[src/rtl/arbitro_rr8_pkg.sv]
// Shared constants and state encoding for the 8-way round-robin arbiter.
// N_REQ/IDX_W are tied to the 3-to-8 decoder width and are not meant to change.
package arbitro_rr8_pkg;

    localparam int N_REQ = 8;
    localparam int IDX_W = 3;

    typedef enum logic [1:0] {
        LIBRE    = 2'b00,
        ASIGNADO = 2'b01,
        PAUSA    = 2'b10
    } estado_t;

endpackage

[src/rtl/arbitro_rr8_decodificador.sv]
// 3-to-8 decoder with enable; its one-hot output is the arbiter's grant bus.
module arbitro_rr8_decodificador
    import arbitro_rr8_pkg::*;
(
    input  logic [IDX_W-1:0] ent,
    output logic [N_REQ-1:0] sal,
    input  logic             ena
);

    always_comb begin
        sal = '0;
        if (ena) sal[ent] = 1'b1;
    end

endmodule

[src/rtl/arbitro_rr8.sv]
// 8-way round-robin arbiter: one dead cycle between grants, optional hold timeout.
// idx/ena are registered and drive the decoder that produces the one-hot grant conc.
module arbitro_rr8
    import arbitro_rr8_pkg::*;
#(
    parameter int MAX_HOLD = 15,
    parameter int HOLD_W   = 4
) (
    input  logic             clk,
    input  logic             rst_n,
    input  logic [N_REQ-1:0] sol,
    input  logic             fin,
    output logic [IDX_W-1:0] idx,
    output logic             ena,
    output logic [N_REQ-1:0] conc,
    output logic             exp
);

    estado_t          estado, estado_nx;
    logic [IDX_W-1:0] ptr, ptr_nx, idx_nx, pick;
    logic [HOLD_W-1:0] cnt, cnt_nx;
    logic             ena_nx, exp_nx, rel_norm, timeout;

    // First requester found scanning ptr+1, ptr+2, ... modulo N_REQ.
    function automatic logic [IDX_W-1:0] rr_pick(input logic [N_REQ-1:0] req,
                                                 input logic [IDX_W-1:0] base);
        logic [IDX_W-1:0] cand, res;
        logic             found;
        res   = base;
        found = 1'b0;
        for (int k = 1; k <= N_REQ; k++) begin
            cand = base + IDX_W'(k);
            if (!found && req[cand]) begin
                res   = cand;
                found = 1'b1;
            end
        end
        return res;
    endfunction

    assign pick     = rr_pick(sol, ptr);
    assign rel_norm = fin || !sol[idx];
    assign timeout  = (MAX_HOLD != 0) && (cnt == HOLD_W'(MAX_HOLD - 1));

    always_comb begin
        estado_nx = estado;
        idx_nx    = idx;
        ena_nx    = ena;
        exp_nx    = 1'b0;
        ptr_nx    = ptr;
        cnt_nx    = cnt;
        case (estado)
            LIBRE, PAUSA: begin
                if (|sol) begin
                    idx_nx    = pick;
                    ena_nx    = 1'b1;
                    cnt_nx    = '0;
                    estado_nx = ASIGNADO;
                end else begin
                    ena_nx    = 1'b0;
                    estado_nx = LIBRE;
                end
            end
            ASIGNADO: begin
                // A normal release in the timeout cycle takes priority, so exp stays low.
                if (rel_norm || timeout) begin
                    ena_nx    = 1'b0;
                    ptr_nx    = idx;
                    exp_nx    = !rel_norm;
                    estado_nx = PAUSA;
                end else begin
                    cnt_nx = cnt + HOLD_W'(1);
                end
            end
            default: begin
                ena_nx    = 1'b0;
                estado_nx = LIBRE;
            end
        endcase
    end

    always_ff @(posedge clk or negedge rst_n) begin
        if (!rst_n) begin
            estado <= LIBRE;
            idx    <= '0;
            ena    <= 1'b0;
            exp    <= 1'b0;
            ptr    <= IDX_W'(N_REQ - 1);
            cnt    <= '0;
        end else begin
            estado <= estado_nx;
            idx    <= idx_nx;
            ena    <= ena_nx;
            exp    <= exp_nx;
            ptr    <= ptr_nx;
            cnt    <= cnt_nx;
        end
    end

    arbitro_rr8_decodificador u_dec (
        .ent (idx),
        .sal (conc),
        .ena (ena)
    );

endmodule

[config.mk]
export PLATFORM = sky130hd
export DESIGN_NAME = arbitro_rr8
export DESIGN_NICKNAME = d
export VERILOG_FILES = /design/src/rtl/arbitro_rr8_pkg.sv /design/src/rtl/arbitro_rr8_decodificador.sv /design/src/rtl/arbitro_rr8.sv
export SDC_FILE = /design/constraint.sdc
export NUM_CORES = 1
export LEC_CHECK = 0
export CAP_MARGIN = 30
export CORE_MARGIN = 2
export CORE_UTILIZATION = 38
export DETAILED_ROUTE_END_ITERATION = 10
export GPL_TIMING_DRIVEN = 0
export PLACE_DENSITY_LB_ADDON = 0.1
export SYNTH_ARGS = -nofsm -noshare
export SYNTH_HDL_FRONTEND = slang
export SYNTH_SLANG_ARGS = --single-unit
[constraint.sdc]
create_clock -name clk -period 7.35 [get_ports clk]
set_input_delay 1.47 -clock clk [delete_from_list [all_inputs] [get_ports clk]]
set_output_delay 1.47 -clock clk [all_outputs]
set_load 0.01 [all_outputs]
**Word level (Yosys, flattened, before mapping)**

Index checks and enable logic that the tools add are counted.
W data, S select, Z words.

- Add/subtract/negate cells: 8
- Equality and inequality tests: 6
- Reduce and logical (&&, ||, !) cells: 26
- Order comparisons: 10
- Muxes and demuxes: 47

Operator list:

| cell | number |
|---|---|
| $lt A3 B4 Y1 const B | 9 |
| $bmux W1 S3 | 9 |
| $mux W3 | 8 |
| $mux W1 | 22 |
| $add A3 B3 Y3 const B | 4 |
| $logic_not A1 Y1 | 9 |
| $logic_and A1 B1 Y1 | 8 |
| $mux W4 | 2 |
| $mux W8 | 1 |
| $pmux W4 S2 | 1 |
| $reduce_or A8 Y1 | 1 |
| $add A3 B2 Y3 const B | 2 |
| $ne A2 B2 Y1 const B | 3 |
| $add A4 B1 Y4 const B | 1 |
| $eq A4 B4 Y1 const B | 1 |
| $pmux W2 S2 | 1 |
| $reduce_and A2 Y1 | 2 |
| $add A3 B1 Y3 const B | 1 |
| $demux W1 S3 | 1 |
| $ge A3 B1 Y1 const B | 1 |
| $reduce_and A3 Y1 | 1 |
| $eq A2 B1 Y1 const B | 1 |
| $eq A2 B2 Y1 const B | 1 |
| $logic_not A2 Y1 | 1 |
| 5 further kinds | 6 |

- Register bits: 14
- Input port bits: 11

**Depth between registers and ports, before layout**

- Depth after elaboration: 25
- Gate-level depth with buffers: 10
- Mapped depth without buffers: 8

**By module**

A second synthesis with hierarchy kept.

- Cells, all modules: 184
- Area total of the unflattened synthesis: 1,770.4 um^2

Modules (own cells, without submodules):

| module | seq. area each (um^2) | cells an instance | area each (um^2) | instances |
|---|---|---|---|---|
| arbitro_rr8 | 354.1 | 176 | 1,674.1 | 1 |
| arbitro_rr8_decodificador | 0.0 | 8 | 96.3 | 1 |

**Worst setup path before layout**

No wires, ideal clock.

- Kind: input -> register
- From: in sol[6]
- To: reg idx[1]
- Path buffers: 0
- Cell stages on the path: 6
- Required time: 7.224 ns
- Arrival time: 3.285 ns
- Slack: 3.939 ns
- Cell sequence: mux4_1 -> mux2_4 -> or4_4 -> nor3_2 -> nor4_1 -> a221o_1

- Word-level cells in the longest chain between the ends: 24

RTL lines:

| what | line | text |
|---|---|---|
| start: declaration | arbitro_rr8.sv:11 | `input logic [N_REQ-1:0] sol,` |
| $bmux W1 S3 | arbitro_rr8.sv:33 | `if (!found && req[cand]) begin` |
| $mux W1 (not written as such) | arbitro_rr8.sv:33 |  |
| $mux W1 | arbitro_rr8.sv:33 |  |
| $logic_not A1 Y1 | arbitro_rr8.sv:33 |  |
| $logic_and A1 B1 Y1 | arbitro_rr8.sv:33 |  |
| $mux W1 | arbitro_rr8.sv:33 |  |
| $logic_not A1 Y1 | arbitro_rr8.sv:33 |  |
| $logic_and A1 B1 Y1 | arbitro_rr8.sv:33 |  |
| [8 not listed] | n/a |  |
| $logic_and A1 B1 Y1 | arbitro_rr8.sv:33 |  |
| $mux W1 | arbitro_rr8.sv:33 |  |
| $logic_not A1 Y1 | arbitro_rr8.sv:33 |  |
| $logic_and A1 B1 Y1 | arbitro_rr8.sv:33 |  |
| $mux W1 | arbitro_rr8.sv:33 |  |
| $logic_not A1 Y1 | arbitro_rr8.sv:33 |  |
| $logic_and A1 B1 Y1 | arbitro_rr8.sv:33 |  |
| $mux W3 | arbitro_rr8.sv:33 |  |
| end signal: assignment | arbitro_rr8.sv:92 | `idx <= idx_nx;` |
| end: declaration | arbitro_rr8.sv:13 | `output logic [IDX_W-1:0] idx,` |

Several ways; a longest one is shown, not always the timed one. The select of a mux whose other input is x is not followed.
A chain may end at the register's enable or synchronous reset.

**Worst setup path in the final report**

- From: in sol[3]
- To: reg idx[1]

Same word-level chain as after synthesis.

==> summary.md <==
| Metric | Value |
|---|---|
| Result of the run | `finished clean` |
| Area contributors post-synth | `dfrtp_1 16%, mux4_1 10%, mux4_2 8.8%` |
| Mapped Nets | `about 170` |
| Max stage delay on crit path | `0.62 ns` |
| Ys Warns | `0` |
| Multi-input gate area in the final layout | `1110 µm²` |
| Number of antenna violations at the first check in global routing | `0` |
| Placeable core area | `3940 µm²` |
| Fraction of layout instances using a drive strength above 1 | `approximately 18%` |
| Fillers | `around 380` |
| Leakage dissipation | `0.758 nW` |
| Worst-path cell chain | `clkdlybuf4s50_1, mux4_1, mux2i_1, and4b_1, nand2_1, a2111oi_0, a221o_1` |
| Maximum ir drop on the vdd rail | `between 200 and 250 µV` |
| Worst hold path startpoint | `cnt[3]` |
| Max_cap viols | `0` |
| Endpoint kind of the worst setup timing path | `register` |
| Initial Utilization | `between 30 and 40%` |
| Post-cts hold buffer count | `0` |
| Highest net fanout along the worst path | `7` |
| Horizontal die dimension | `67.6 µm` |
| Post-synth top area share | `16.3%` |
| Setup skew after layout | `0.00175 ns` |
| Cells after synthesis | `about 150` |
| Global-route wire length before repair | `around 6300 µm` |
| Count of antenna-violating nets left after detailed routing | `0` |
| Final global-route overflow total | `0` |
| Number of max-slew violations in the final report | `0` |
| Cell type of the slowest stage on the worst timing path | `mux4_1` |
| Final Hold Vio Count | `0` |
| Critical path origin | `sol[3]` |
| RSZ-0062 raised after global routing | `no` |
| Num CTS Buffers | `3` |
| Standard-cell row count | `23` |
| Post-synth EDFFs | `0` |
| Buffers inserted by post-CTS timing repair | `0` |
| Number of vias per cell after detailed routing | `5.88` |
| Via count of the first global-routing pass | `1281` |
| Clock transition at the register clock pins on the worst setup and hold paths after CTS | `roughly 0.050 ns` |
| Iter 0 DRT Violations | `between 60 and 70` |
| Power density over the cells | `between 500 and 600 nW/µm²` |
| Detailed-route via count | `about 1300` |
| Count of clock tree sinks | `13` |
| Worst Setup Path Type | `in -> reg` |
| Fraction of synthesis flops using an asynchronous set or reset pin | `100%` |
| Peak clock frequency supported by timing | `approximately 260 MHz` |
| CP top delay family | `multiplexers` |
| Count of pins on the block boundary | `24` |
| Final cycle utilization of the critical path | `52.1%` |
| Clk Tree Root Cell | `clkbuf_8` |
| N_diodes | `0` |
| Die area | `4570 µm²` |
| Signal arrival time at the worst endpoint | `4.01 ns` |
| First-pass detailed-route iteration total | `4` |
| Kind of launch point of the worst setup path | `primary input` |
| Number of buffers inserted by port buffering | `23` |
| Area used by sequential logic in the layout | `~330 µm²` |
| Placed wire-length estimate | `around 3000 µm` |
| Total Routing Usage GR | `18.1%` |
| Minimum clock period after layout | `between 3 and 4 ns` |
| Data required time of the worst path | `7.53 ns` |
| Clock latency on the worst-skew pair | `0.24 ns` |
| Sum Neg Setup Slack | `0 ns` |
| Final-stage net count | `approximately 200` |
| Synthesized area per cell | `around 10 µm²` |
| Design Power | `a little over 1 mW` |
| #FFs+latches synth | `13` |
| Combined area of all synthesized cells | `1540 µm²` |
| Longest Clk Path Bufs | `2` |
| Height of the die | `approximately 68 µm` |
| Maximum number of pins on one net before global-route repair | `14` |
| Commonest register cell after synthesis | `dfrtp_1` |
| Worst rel slew slack | `60.4%` |
| Wire per inst | `between 15 and 20 µm` |
| Clock tree from TritonCTS | `yes` |
| Wirelength, routed | `around 3700 µm` |
| Largest area contributor in the netlist | `dfrtp_1` |
| Number of failing setup endpoints in the final timing report | `0` |
| Weighted congestion at the end of routability-driven global placement | `between 0.8 and 0.9` |
| Leading cell types by count after synthesis | `17 x nor2_1, 10 x dfrtp_1, 10 x inv_1, 8 x nand2_1, 7 x mux2_2` |
| Bufs and invs on worst path | `1` |
| Most common cell in the synthesized netlist | `nor2_1` |
| Post-synthesis to final-layout area growth | `22.0%` |
| Residual DRC count | `0` |
| Total of cells resized after clock tree synthesis | `0` |
| Launching point of the worst reg2reg path | `ptr[1]` |
| Post-synthesis cell type count | `57` |
| Worst-margin pin slew | `about 0.59 ns` |
| Sequential cell area fraction in the yosys report | `between 20% and 30%` |
| Worst min path class | `reg -> reg` |
| H-tree levels | `1` |
==> logic make-up after synthesis <==
logic type	after synthesis	synth area share (%)
multiplexers	28	30.9
XOR/XNOR	6	3.91
AND/OR/NAND/NOR	56	19.5
adder cells (fa/ha/maj)	4	3.26
AO/OA/AOI/OAI	29	14.5
flip-flops	13	21.4
buffers and inverters	16	6.43
==> area by class of cell <==
| cell class | instances | area share [%] |
|---|---|---|
| Multi-Input combinational cell | 123 | 59.1 |
| Sequential cell | 13 | 17.6 |
| Timing Repair Buffer | 23 | 12.3 |
| Tap cell | 50 | 3.34 |
| Buffer | 6 | 3.27 |
| Clock buffer | 4 | 2.40 |
| Inverter | 10 | 2.00 |
==> worst paths after layout <==
path,end,slack [ns],cells after the start
setup / recovery,idx[1],3.52,7
hold / removal,cnt[3],0.56,2
setup reg to reg,idx[1],4.25,10
hold reg to reg,cnt[3],0.56,2
max in group asynchronous,cnt[0],5.36,1
min in group asynchronous,cnt[2],1.61,1
==> registers in the layout, indices dropped and copies added (netlist names) <==
| name | cells |
|---|---|
| idx | 3 |
| exp | 1 |
| estado | 2 |
| cnt | 4 |
| ptr | 3 |
==> worst register-to-register path, stage by stage, from the launching register on <==
cell and delay (ns):
dfstp_2 0.58, clkbuf_4 0.25, inv_1 0.09, ha_1 0.29, clkbuf_8 0.16, mux4_1 0.37, mux2_4 0.34, nor2b_1 0.19
a221oi_1 0.11, a2111oi_0 0.48, a221o_1 0.18
==> cell usage in the layout (no fill, tap or decap), types with 2 or more instances in the layout <==
master / n
a221oi_1: 2
nor2_1: 17
dfstp_2: 3
nand2_1: 8
mux2i_1: 6
mux4_1: 6
clkbuf_8: 5
dfrtp_1: 10
nor3_1: 4
mux4_2: 6
clkdlybuf4s50_1: 23
mux2_4: 2
and2_1: 2
xor2_1: 3
nand4_1: 4
buf_6: 2
ha_1: 4
nand2b_1: 4
clkbuf_1: 2
mux2_2: 7
nor4_1: 5
a21oi_1: 3
o21ai_0: 3
nor2b_1: 4
xnor2_1: 2
inv_1: 10
==> where the power goes <==
| group | internal (mW) | total, mW | leakage [nW] | switching (mW) |
|---|---|---|---|---|
| registers | 0.107 | 0.141 | 0.159 | 0.0341 |
| clock network | 0.0382 | 0.0629 | 0.0228 | 0.0246 |
| logic | 0.384 | 0.808 | 0.575 | 0.424 |
==> through the flow <==
step           hold WS, ns  instance area, µm²  cells  worst slack, ns  utilization [%]
2_1_floorplan        0.505                1540    152             3.94                -
3_3_place_gp         0.532                1830    225             3.33             46.4
3_5_place_dp         0.555                1830    225             3.25             46.4
4_1_cts              0.564                1870    229             3.50             47.5
5_1_grt              0.577                1870    229             3.35             47.5
6_report             0.556                1870    229             3.52             47.5
==> per-layer routing <==
layer  wire length, µm  track usage [%]
met3               142             3.00
met5                 0                0
met4                 0             2.30
met2              1830             30.3
met1              1760             25.3
Note: power is estimated with default switching activity, not from simulation.
